[src/rtl/memory_arbiter_if.sv]
// Pipeline request/hit signals and RAM command/acknowledge signals seen by the memory arbiter.
interface memory_arbiter_if;
    logic        iREN;
    logic [31:0] iaddr;
    logic        dREN;
    logic        dWEN;
    logic [31:0] daddr;
    logic [31:0] dstore;
    logic        ram_ready;
    logic [31:0] ram_load;
    logic        ram_ren;
    logic        ram_wen;
    logic [31:0] ram_addr;
    logic [31:0] ram_store;
    logic        ihit;
    logic        dhit;
    logic [31:0] iload;
    logic [31:0] dload;
    logic        err;

    modport slave (
        input  iREN, iaddr, dREN, dWEN, daddr, dstore, ram_ready, ram_load,
        output ram_ren, ram_wen, ram_addr, ram_store, ihit, dhit, iload, dload, err
    );

    modport master (
        output iREN, iaddr, dREN, dWEN, daddr, dstore, ram_ready, ram_load,
        input  ram_ren, ram_wen, ram_addr, ram_store, ihit, dhit, iload, dload, err
    );
endinterface

[src/rtl/memory_arbiter.sv]
// Shares one RAM port between fetch and data, data first with bounded fetch starvation; request-to-hit >= 2 cycles.
// Requesters hold requests until their one-cycle hit; the RAM command is held until ram_ready or a watchdog abort.
module memory_arbiter #(
    parameter int STARVE_LIMIT = 4,
    parameter int TIMEOUT      = 64
) (
    input  logic            CLK,
    input  logic            RST,
    memory_arbiter_if.slave bus
);
    localparam int SW = $clog2(STARVE_LIMIT + 1);
    localparam int WW = (TIMEOUT > 1) ? $clog2(TIMEOUT) : 1;
    localparam logic [SW-1:0] STREAK_MAX = SW'(STARVE_LIMIT);
    localparam logic [WW-1:0] WCNT_LAST  = WW'(TIMEOUT - 1);

    typedef enum logic [2:0] {IDLE, IBUSY, DBUSY, IRESP, DRESP} state_t;

    state_t        r_state;
    state_t        w_next;
    logic [31:0]   r_addr;
    logic [31:0]   r_store;
    logic [31:0]   r_iload;
    logic [31:0]   r_dload;
    logic          r_wr;
    logic          r_err;
    logic [SW-1:0] r_streak;
    logic [WW-1:0] r_wcnt;

    logic w_dreq;
    logic w_grant_d;
    logic w_grant_i;
    logic w_busy;
    logic w_done;

    assign w_dreq    = bus.dREN | bus.dWEN;
    assign w_grant_d = (r_state == IDLE) && w_dreq && !(bus.iREN && (r_streak == STREAK_MAX));
    assign w_grant_i = (r_state == IDLE) && bus.iREN && !w_grant_d;
    assign w_busy    = (r_state == IBUSY) || (r_state == DBUSY);
    assign w_done    = w_busy && (bus.ram_ready || (r_wcnt == WCNT_LAST));

    always_ff @(posedge CLK) begin
        if (RST) begin
            r_state <= IDLE;
        end else begin
            r_state <= w_next;
        end
    end

    always_comb begin
        w_next = r_state;
        case (r_state)
            IDLE: begin
                if (w_grant_d) begin
                    w_next = DBUSY;
                end else if (w_grant_i) begin
                    w_next = IBUSY;
                end
            end
            IBUSY:   if (w_done) w_next = IRESP;
            DBUSY:   if (w_done) w_next = DRESP;
            default: w_next = IDLE;
        endcase
    end

    always_ff @(posedge CLK) begin
        if (RST) begin
            r_addr   <= '0;
            r_store  <= '0;
            r_wr     <= 1'b0;
            r_iload  <= '0;
            r_dload  <= '0;
            r_err    <= 1'b0;
            r_streak <= '0;
            r_wcnt   <= '0;
        end else begin
            if (w_grant_d || w_grant_i) begin
                r_addr  <= w_grant_d ? bus.daddr : bus.iaddr;
                r_wr    <= w_grant_d && bus.dWEN;
                r_store <= bus.dstore;
            end
            // Saturation is implicit: a data grant over a pending fetch cannot happen at the limit.
            if (w_grant_i) begin
                r_streak <= '0;
            end else if (w_grant_d && bus.iREN) begin
                r_streak <= r_streak + SW'(1);
            end
            if (w_busy) begin
                if (bus.ram_ready) begin
                    if (r_state == IBUSY) r_iload <= bus.ram_load;
                    else                  r_dload <= r_wr ? '0 : bus.ram_load;
                end else if (r_wcnt == WCNT_LAST) begin
                    r_err <= 1'b1;
                    if (r_state == IBUSY) r_iload <= '0;
                    else                  r_dload <= '0;
                end else begin
                    r_wcnt <= r_wcnt + WW'(1);
                end
            end else if ((r_state == IRESP) || (r_state == DRESP)) begin
                r_wcnt <= '0;
            end
        end
    end

    always_comb begin
        bus.ram_ren   = w_busy && !r_wr;
        bus.ram_wen   = w_busy && r_wr;
        bus.ram_addr  = r_addr;
        bus.ram_store = r_store;
        bus.ihit      = (r_state == IRESP);
        bus.dhit      = (r_state == DRESP);
        bus.iload     = r_iload;
        bus.dload     = r_dload;
        bus.err       = r_err;
    end
endmodule

[src/flat_wrapper.sv]
// flat-port wrapper written by rule: the top's interface ports become plain ports
module memory_arbiter_flat 
#(
    parameter int STARVE_LIMIT = 4,
    parameter int TIMEOUT      = 64
)
  (CLK, RST, bus_iREN, bus_iaddr, bus_dREN, bus_dWEN, bus_daddr, bus_dstore, bus_ram_ready, bus_ram_load, bus_ram_ren, bus_ram_wen, bus_ram_addr, bus_ram_store, bus_ihit, bus_dhit, bus_iload, bus_dload, bus_err);
  memory_arbiter_if bus_i ();
  input  logic CLK;
  input  logic RST;
  input wire logic [$bits(bus_i.iREN)-1:0] bus_iREN;
  input wire logic [$bits(bus_i.iaddr)-1:0] bus_iaddr;
  input wire logic [$bits(bus_i.dREN)-1:0] bus_dREN;
  input wire logic [$bits(bus_i.dWEN)-1:0] bus_dWEN;
  input wire logic [$bits(bus_i.daddr)-1:0] bus_daddr;
  input wire logic [$bits(bus_i.dstore)-1:0] bus_dstore;
  input wire logic [$bits(bus_i.ram_ready)-1:0] bus_ram_ready;
  input wire logic [$bits(bus_i.ram_load)-1:0] bus_ram_load;
  output wire logic [$bits(bus_i.ram_ren)-1:0] bus_ram_ren;
  output wire logic [$bits(bus_i.ram_wen)-1:0] bus_ram_wen;
  output wire logic [$bits(bus_i.ram_addr)-1:0] bus_ram_addr;
  output wire logic [$bits(bus_i.ram_store)-1:0] bus_ram_store;
  output wire logic [$bits(bus_i.ihit)-1:0] bus_ihit;
  output wire logic [$bits(bus_i.dhit)-1:0] bus_dhit;
  output wire logic [$bits(bus_i.iload)-1:0] bus_iload;
  output wire logic [$bits(bus_i.dload)-1:0] bus_dload;
  output wire logic [$bits(bus_i.err)-1:0] bus_err;
  assign bus_i.iREN = bus_iREN;
  assign bus_i.iaddr = bus_iaddr;
  assign bus_i.dREN = bus_dREN;
  assign bus_i.dWEN = bus_dWEN;
  assign bus_i.daddr = bus_daddr;
  assign bus_i.dstore = bus_dstore;
  assign bus_i.ram_ready = bus_ram_ready;
  assign bus_i.ram_load = bus_ram_load;
  assign bus_ram_ren = bus_i.ram_ren;
  assign bus_ram_wen = bus_i.ram_wen;
  assign bus_ram_addr = bus_i.ram_addr;
  assign bus_ram_store = bus_i.ram_store;
  assign bus_ihit = bus_i.ihit;
  assign bus_dhit = bus_i.dhit;
  assign bus_iload = bus_i.iload;
  assign bus_dload = bus_i.dload;
  assign bus_err = bus_i.err;
  memory_arbiter #(.STARVE_LIMIT(STARVE_LIMIT), .TIMEOUT(TIMEOUT)) u_core (.CLK(CLK), .RST(RST), .bus(bus_i));
endmodule
[config.mk]
export PLATFORM = sky130hd
export DESIGN_NAME = memory_arbiter_flat
export DESIGN_NICKNAME = d
export VERILOG_FILES = /design/src/rtl/memory_arbiter_if.sv /design/src/rtl/memory_arbiter.sv /design/src/flat_wrapper.sv
export SDC_FILE = /design/constraint.sdc
export NUM_CORES = 1
export LEC_CHECK = 0
export CAP_MARGIN = 25
export CELL_PAD_IN_SITES_DETAIL_PLACEMENT = 0
export CELL_PAD_IN_SITES_GLOBAL_PLACEMENT = 1
export CORE_MARGIN = 3
export CORE_UTILIZATION = 32
export DETAILED_ROUTE_END_ITERATION = 6
export PLACE_DENSITY_LB_ADDON = 0.12
export SYNTH_ARGS = -nofsm -noshare
export SYNTH_HDL_FRONTEND = slang
export SYNTH_SLANG_ARGS = --single-unit
export TNS_END_PERCENT = 5
[constraint.sdc]
create_clock -name CLK -period 4.75 [get_ports CLK]
set_input_delay 0.7125 -clock CLK [delete_from_list [all_inputs] [get_ports CLK]]
set_output_delay 0.7125 -clock CLK [all_outputs]
set_load 0.02 [all_outputs]
==> results.json, run 1 <==
{
  "ys_ff_latch": 142,
  "port_buffers": 266,
  "cp_top_family": "buffers and inverters",
  "io_pins": 267,
  "clk_pin_slew_ps": 60,
  "finalSetupViolCount": 0,
  "num-nets-final": 1072,
  "yosysSeqAreaShare_pct": 48.3,
  "arrival_ps": 2160,
  "clk_path_buf_depth": 2,
  "drive_gt1_share_pct": 8.65,
  "via_count": 5906,
  "worst_slew_pin_slew_ps": 972,
  "worstSetupPathType": "reg -> out",
  "ys.warnings.count": 0,
  "die_w_um": 142,
  "min_to": "u_core.bus.ram_store[19]",
  "cts_resized": 0,
  "holdBufCountCts": 0,
  "num_rows": 48,
  "dieArea_sq_um": 20000,
  "cts_sinks": 142,
  "path_cells": "xnor2_1 -> nor2_1 -> and2_1 -> clkdlybuf4s50_1",
  "min_from": "u_core.bus.ram_store[19]",
  "whs_ps": 454,
  "synthesis.area_sq_um": 5880,
  "grt_pass1_wl_um": 30500,
  "dpl.cell_count": 1140,
  "hold-path-cell-count": 2,
  "power_mw": 3.77,
  "post-cts-setup-buffers": 0,
  "drt_iter0_drc": 421,
  "grt.total_usage_pct": 18.9,
  "slew-limit-headroom_pct": 35.2,
  "critical_path.max_fanout": 9,
  "root_buffer": "clkbuf_16",
  "drc": 0,
  "synth_ff_type": "dfxtp_1",
  "final-hold-violation-count": 0,
  "critPathLaunchType": "flop",
  "drtAntennaViolNets": 0,
  "hpwlAfterDp_um": 13400,
  "cp.required_ps": 4040,
  "rsz0062_at_grt": "no",
  "status": "finished clean",
  "grt_overflow": 0,
  "crit_path_end_kind": "primary output",
  "ff2ff_setup_slack_ps": 2270,
  "r2r_start": "u_core.r_state[2]",
  "critPathMaxStageDelay_ps": 630,
  "grt_pass1_vias": 5791,
  "cap_violations": 0,
  "cts_tree": "done",
  "r2r_cells": 5,
  "finalSetupTns_ps": 0,
  "layout_commonest_cell": "clkdlybuf4s50_1",
  "clkLatencyLatePin_ps": 420,
  "core_area_sq_um": 17700,
  "wirelength_um": 19600,
  "stdcell_count": 1173,
  "viasPerCell": 5.03,
  "start_util_pct": 33.3,
  "dieHeight_um": 142,
  "max_freq_mhz": 348,
  "synthDistinctLibCells": 45,
  "hp-class": "reg -> reg",
  "ir_drop_uv": 261,
  "diodes": 0,
  "area_delta_synth_final_pct": 58.2,
  "routabilityCongestion": 0.785,
  "crit_buf_inv": 1,
  "r2r-end": "u_core.bus.ram_addr[25]",
  "synth_edf_count": 0,
  "avgSynthCellArea_sq_um": 8.36,
  "slew_viol_final": 0,
  "fin_skew_ps": 6.50,
  "syn-num-nets": 841,
  "cts_buffers": 17,
  "crit_start": "u_core.r_state[0]",
  "grt_max_degree": 71,
  "htree_levels": 4,
  "synth_cells": 704,
  "grt_antenna_before_repair": 0,
  "period_share_pct": 60.5,
  "power_density_nw_per_um2": 405,
  "async_flop_share_pct": 0,
  "crit_path_top_delay_cell": "clkdlybuf4s50_1",
  "drt_first_pass_iters": 5,
  "min_period_ps": 2870,
  "power.leakage_nw": 3.28,
  "final_cell_mix": "265 x clkdlybuf4s50_1, 168 x nand2_1, 142 x dfxtp_1, 105 x a21oi_1, 65 x o21ai_0",
  "routedWlPerCell_um": 16.7
}
[stage by stage]
stage                     cell area, sq um  worst slack [ps]  utilization (%)
after floorplan                       5880              2880                -
after global placement                8590              1790             48.6
after detailed placement              8680              1710             49.2
after CTS                             9290              1840             52.6
after global routing                  9310              1700             52.7
final                                 9310              1880             52.7
[final cells by class]
| type | instances | area (sq um) |
|---|---|---|
| clock inverters | 12 | 159 |
| multi-input cells | 492 | 2720 |
| well taps | 225 | 282 |
| clock buffers | 20 | 447 |
| repair buffers | 279 | 2850 |
| inverters | 3 | 11.3 |
| fillers | 1620 | 8350 |
| flip-flops and latches | 142 | 2840 |
[power by group]
group	switching [mW]	internal, mW
registers	0.0683	1.31
logic	0.568	0.458
clock network	0.527	0.844
total	1.16	2.61
[metal layers]
layer	vias to the layer above	global-route usage (%)	wire length [um]
li1	2923	-	-
met1	2711	23.7	8190
met2	250	30.5	9160
met3	22	6.30	1860
met4	0	6.62	359
met5	-	0	0
[worst max-delay path by stage]
stage / to / slack [ps] / cells past startpoint
6_report: bus_ram_wen / 1880 / 4
3_3_place_gp: u_core.bus.ram_addr[19] / 1790 / 5
4_1_cts: bus_dhit / 1840 / 2
5_1_grt: bus_dhit / 1700 / 2
3_5_place_dp: u_core.bus.ram_addr[25] / 1710 / 5
2_1_floorplan: bus_dhit / 2880 / 2
[cells by family after synthesis]
family	synth area share [%]
AO/OA/AOI/OAI	24.3
XOR/XNOR	0.149
adder cells (fa/ha/maj)	0.638
buffers and inverters	5.87
flip-flops	48.3
multiplexers	0.872
AND/OR/NAND/NOR	19.8
[worst register-to-register path: stages (launching register included)]
cell	delay [ps]
dfxtp_1	400
nor3_4	400
o31a_2	880
buf_12	350
nor2_1	130
a311oi_2	240
[cell usage after synthesis, types with 2 or more instances]
master,number,area share (%)
a21oi_1,105,8.9
nand2b_1,5,0.53
nand2_1,168,11
mux2i_1,4,0.68
nor2_1,39,2.5
nand3_1,7,0.60
nand4_1,33,3.5
buf_2,11,0.94
a311oi_2,27,6.9
o21ai_0,65,5.5
clkbuf_1,41,2.6
o211a_1,2,0.34
ha_1,3,0.64
dfxtp_1,142,48
nor3_1,3,0.26
a311oi_1,5,0.74
a32oi_1,2,0.30
inv_1,3,0.19
buf_4,10,1.3
buf_6,4,0.77
[sequential cells by signal, summed over array words and instances (netlist names)]
register,cells
u_core.r_wr,1
u_core.r_state,3
u_core.bus.dload,32
u_core.r_wcnt,6
u_core.bus.err,1
u_core.bus.ram_addr,32
u_core.bus.ram_store,32
u_core.bus.iload,32
u_core.r_streak,3
No activity file was read; power rests on OpenSTA's default activity.
==> run 2: changes to the inputs <==
--- a/config.mk
+++ b/config.mk
@@ -9,7 +9,7 @@
 export CELL_PAD_IN_SITES_DETAIL_PLACEMENT = 0
 export CELL_PAD_IN_SITES_GLOBAL_PLACEMENT = 1
 export CORE_MARGIN = 3
-export CORE_UTILIZATION = 32
+export CORE_UTILIZATION = 29
 export DETAILED_ROUTE_END_ITERATION = 6
 export PLACE_DENSITY_LB_ADDON = 0.12
 export SYNTH_ARGS = -nofsm -noshare
==> constraint.sdc (replaced) <==
create_clock -name CLK -period 2.7 [get_ports CLK]
set_input_delay 0.405 -clock CLK [delete_from_list [all_inputs] [get_ports CLK]]
set_output_delay 0.405 -clock CLK [all_outputs]
set_load 0.02 [all_outputs]
==> results.json, run 2 (synthesized netlist as in run 1, its figures left out) <==
{
  "drt_iter0_drc": 319,
  "hp-class": "in -> reg",
  "cp.required_ps": 2300,
  "worst_slew_pin_slew_ps": 629,
  "htree_levels": 4,
  "post-cts-setup-buffers": 0,
  "hpwlAfterDp_um": 13700,
  "power.leakage_nw": 3.28,
  "via_count": 5885,
  "grt_pass1_vias": 5914,
  "worstSetupPathType": "reg -> out",
  "dieArea_sq_um": 22000,
  "slew-limit-headroom_pct": 58.1,
  "root_buffer": "clkbuf_16",
  "core_area_sq_um": 19700,
  "grt_pass1_wl_um": 30700,
  "dieHeight_um": 148,
  "layout_commonest_cell": "clkdlybuf4s50_1",
  "power.internal_mw": 4.51,
  "power_density_nw_per_um2": 702,
  "max_freq_mhz": 395,
  "drtAntennaViolNets": 0,
  "cts_tree": "done",
  "pwr-share-comb_pct": 27.3,
  "grt_max_degree": 84,
  "routabilityCongestion": 0.801,
  "rsz0062_at_grt": "yes",
  "diodes": 0,
  "grt_overflow": 0,
  "r2r_start": "u_core.r_state[0]",
  "viasPerCell": 4.83,
  "arrival_ps": 2130,
  "routedWlPerCell_um": 15.9,
  "period_share_pct": 93.8,
  "num-nets-final": 1077,
  "switching_share_pct": 31.2,
  "cts_buffers": 17,
  "grt.total_usage_pct": 17.2,
  "io_pins": 267,
  "dpl_worst_slack_ps": 395,
  "fin_skew_ps": 8.21,
  "slew_viol_final": 0,
  "dpl.cell_count": 1186,
  "clk_path_buf_depth": 2,
  "drive_gt1_share_pct": 9.44,
  "ir_drop_uv": 363,
  "final_cell_mix": "265 x clkdlybuf4s50_1, 168 x nand2_1, 141 x dfxtp_1, 105 x a21oi_1, 65 x o21ai_0",
  "num_rows": 51,
  "area_delta_synth_final_pct": 58.7,
  "cap_violations": 0,
  "power_frac_seq_pct": 37.0,
  "status": "finished clean",
  "final-hold-violation-count": 0,
  "p_sw_mw": 2.04,
  "critPathLaunchType": "flop",
  "critical_path.max_fanout": 7,
  "stdcell_count": 1218,
  "cts_sinks": 142,
  "die_w_um": 148,
  "pwr-share-clk_pct": 35.7,
  "drc": 0,
  "finalSetupViolCount": 0,
  "min_from": "RST",
  "port_buffers": 266,
  "drt_first_pass_iters": 4,
  "wirelength_um": 19400,
  "crit_path_end_kind": "primary output",
  "clkLatencyLatePin_ps": 420,
  "crit_start": "u_core.r_state[1]",
  "start_util_pct": 29.8,
  "clk_pin_slew_ps": 60,
  "grt_antenna_before_repair": 0,
  "min_period_ps": 2530,
  "layout_setup_ws_ps": 167
}
run 2: cell count changes in the layout (fill, tap and decap cells not counted), sizes merged:
| cell | before | now |
|---|---|---|
| buf | 14 | 19 |
| clkinv | 1 | 5 |
| inv | 6 | 5 |
| bufinv | 3 | 2 |
| clkinvlp | 5 | 3 |
run 2: path summary, 6_finish.rpt:
kind	end	cells past startpoint	slack [ps]
worst min register to register	u_core.bus.ram_store[22]	2	450
worst min-delay path	u_core.r_streak[1]	2	360
worst max-delay path	bus_ram_wen	4	170
worst max register to register	u_core.bus.iload[16]	5	740
run 2: per-layer routing:
metal  GRT usage (%)  wire (um)  part of all wire [%]
met5               0          0                     0
met4            4.71        222                   1.1
met3            6.19       1600                   8.3
met2            28.3       9240                    48
met1            21.2       8300                    43
run 2: metrics by stage:
| stage | hold WS, ps | power (mW) | instance area [sq um] | setup TNS, ps | util, % |
|---|---|---|---|---|---|
| after floorplan | 439 | 3.48 | 5880 | 0 | - |
| after global placement | 442 | 4.24 | 8740 | 0 | 44.3 |
| after detailed placement | 449 | 4.27 | 8740 | 0 | 44.3 |
| after CTS | 339 | 6.64 | 9330 | 0 | 47.3 |
| after global routing | 352 | 6.90 | 9340 | -7.65 | 47.3 |
| final | 358 | 6.55 | 9340 | 0 | 47.3 |
run 2: critical path, cell delays in order, from the launching register on:
cell	delay, ps
dfxtp_1	510
xnor2_1	160
nor2_1	250
and2_1	170
clkdlybuf4s50_1	620
run 2: final cells by class:
cell class                      instances  area [sq um]
Clock inverter                         12           136
Multi-Input combinational cell        492          2720
Clock buffer                           20           457
Timing Repair Buffer                  284          2830
Sequential cell                       142          2840
Tap cell                              265           332
Fill cell                            1838         10400
Inverter                                3          11.3
run 2: power groups by stage:
stage | Clock (mW) | Combinational (mW) | Sequential (mW)
after floorplan | 0 | 0.804 | 2.67
after global placement | 0 | 1.78 | 2.46
after detailed placement | 0 | 1.81 | 2.46
after CTS | 2.41 | 1.81 | 2.42
after global routing | 2.51 | 1.94 | 2.45
final | 2.34 | 1.79 | 2.42
run 2: repair_timing:
action,CTS,global route
setup endpoints to repair,0,2
resized for setup,0,2
hold buffers,0,0
==> run 3: changes to the inputs <==
--- a/config.mk
+++ b/config.mk
@@ -5,7 +5,7 @@
 export SDC_FILE = /design/constraint.sdc
 export NUM_CORES = 1
 export LEC_CHECK = 0
-export CAP_MARGIN = 25
+export CAP_MARGIN = 20
 export CELL_PAD_IN_SITES_DETAIL_PLACEMENT = 0
 export CELL_PAD_IN_SITES_GLOBAL_PLACEMENT = 1
 export CORE_MARGIN = 3
==> results of run 3 <==
No change in the layout: final DEF, timing and power equal those of run 2.
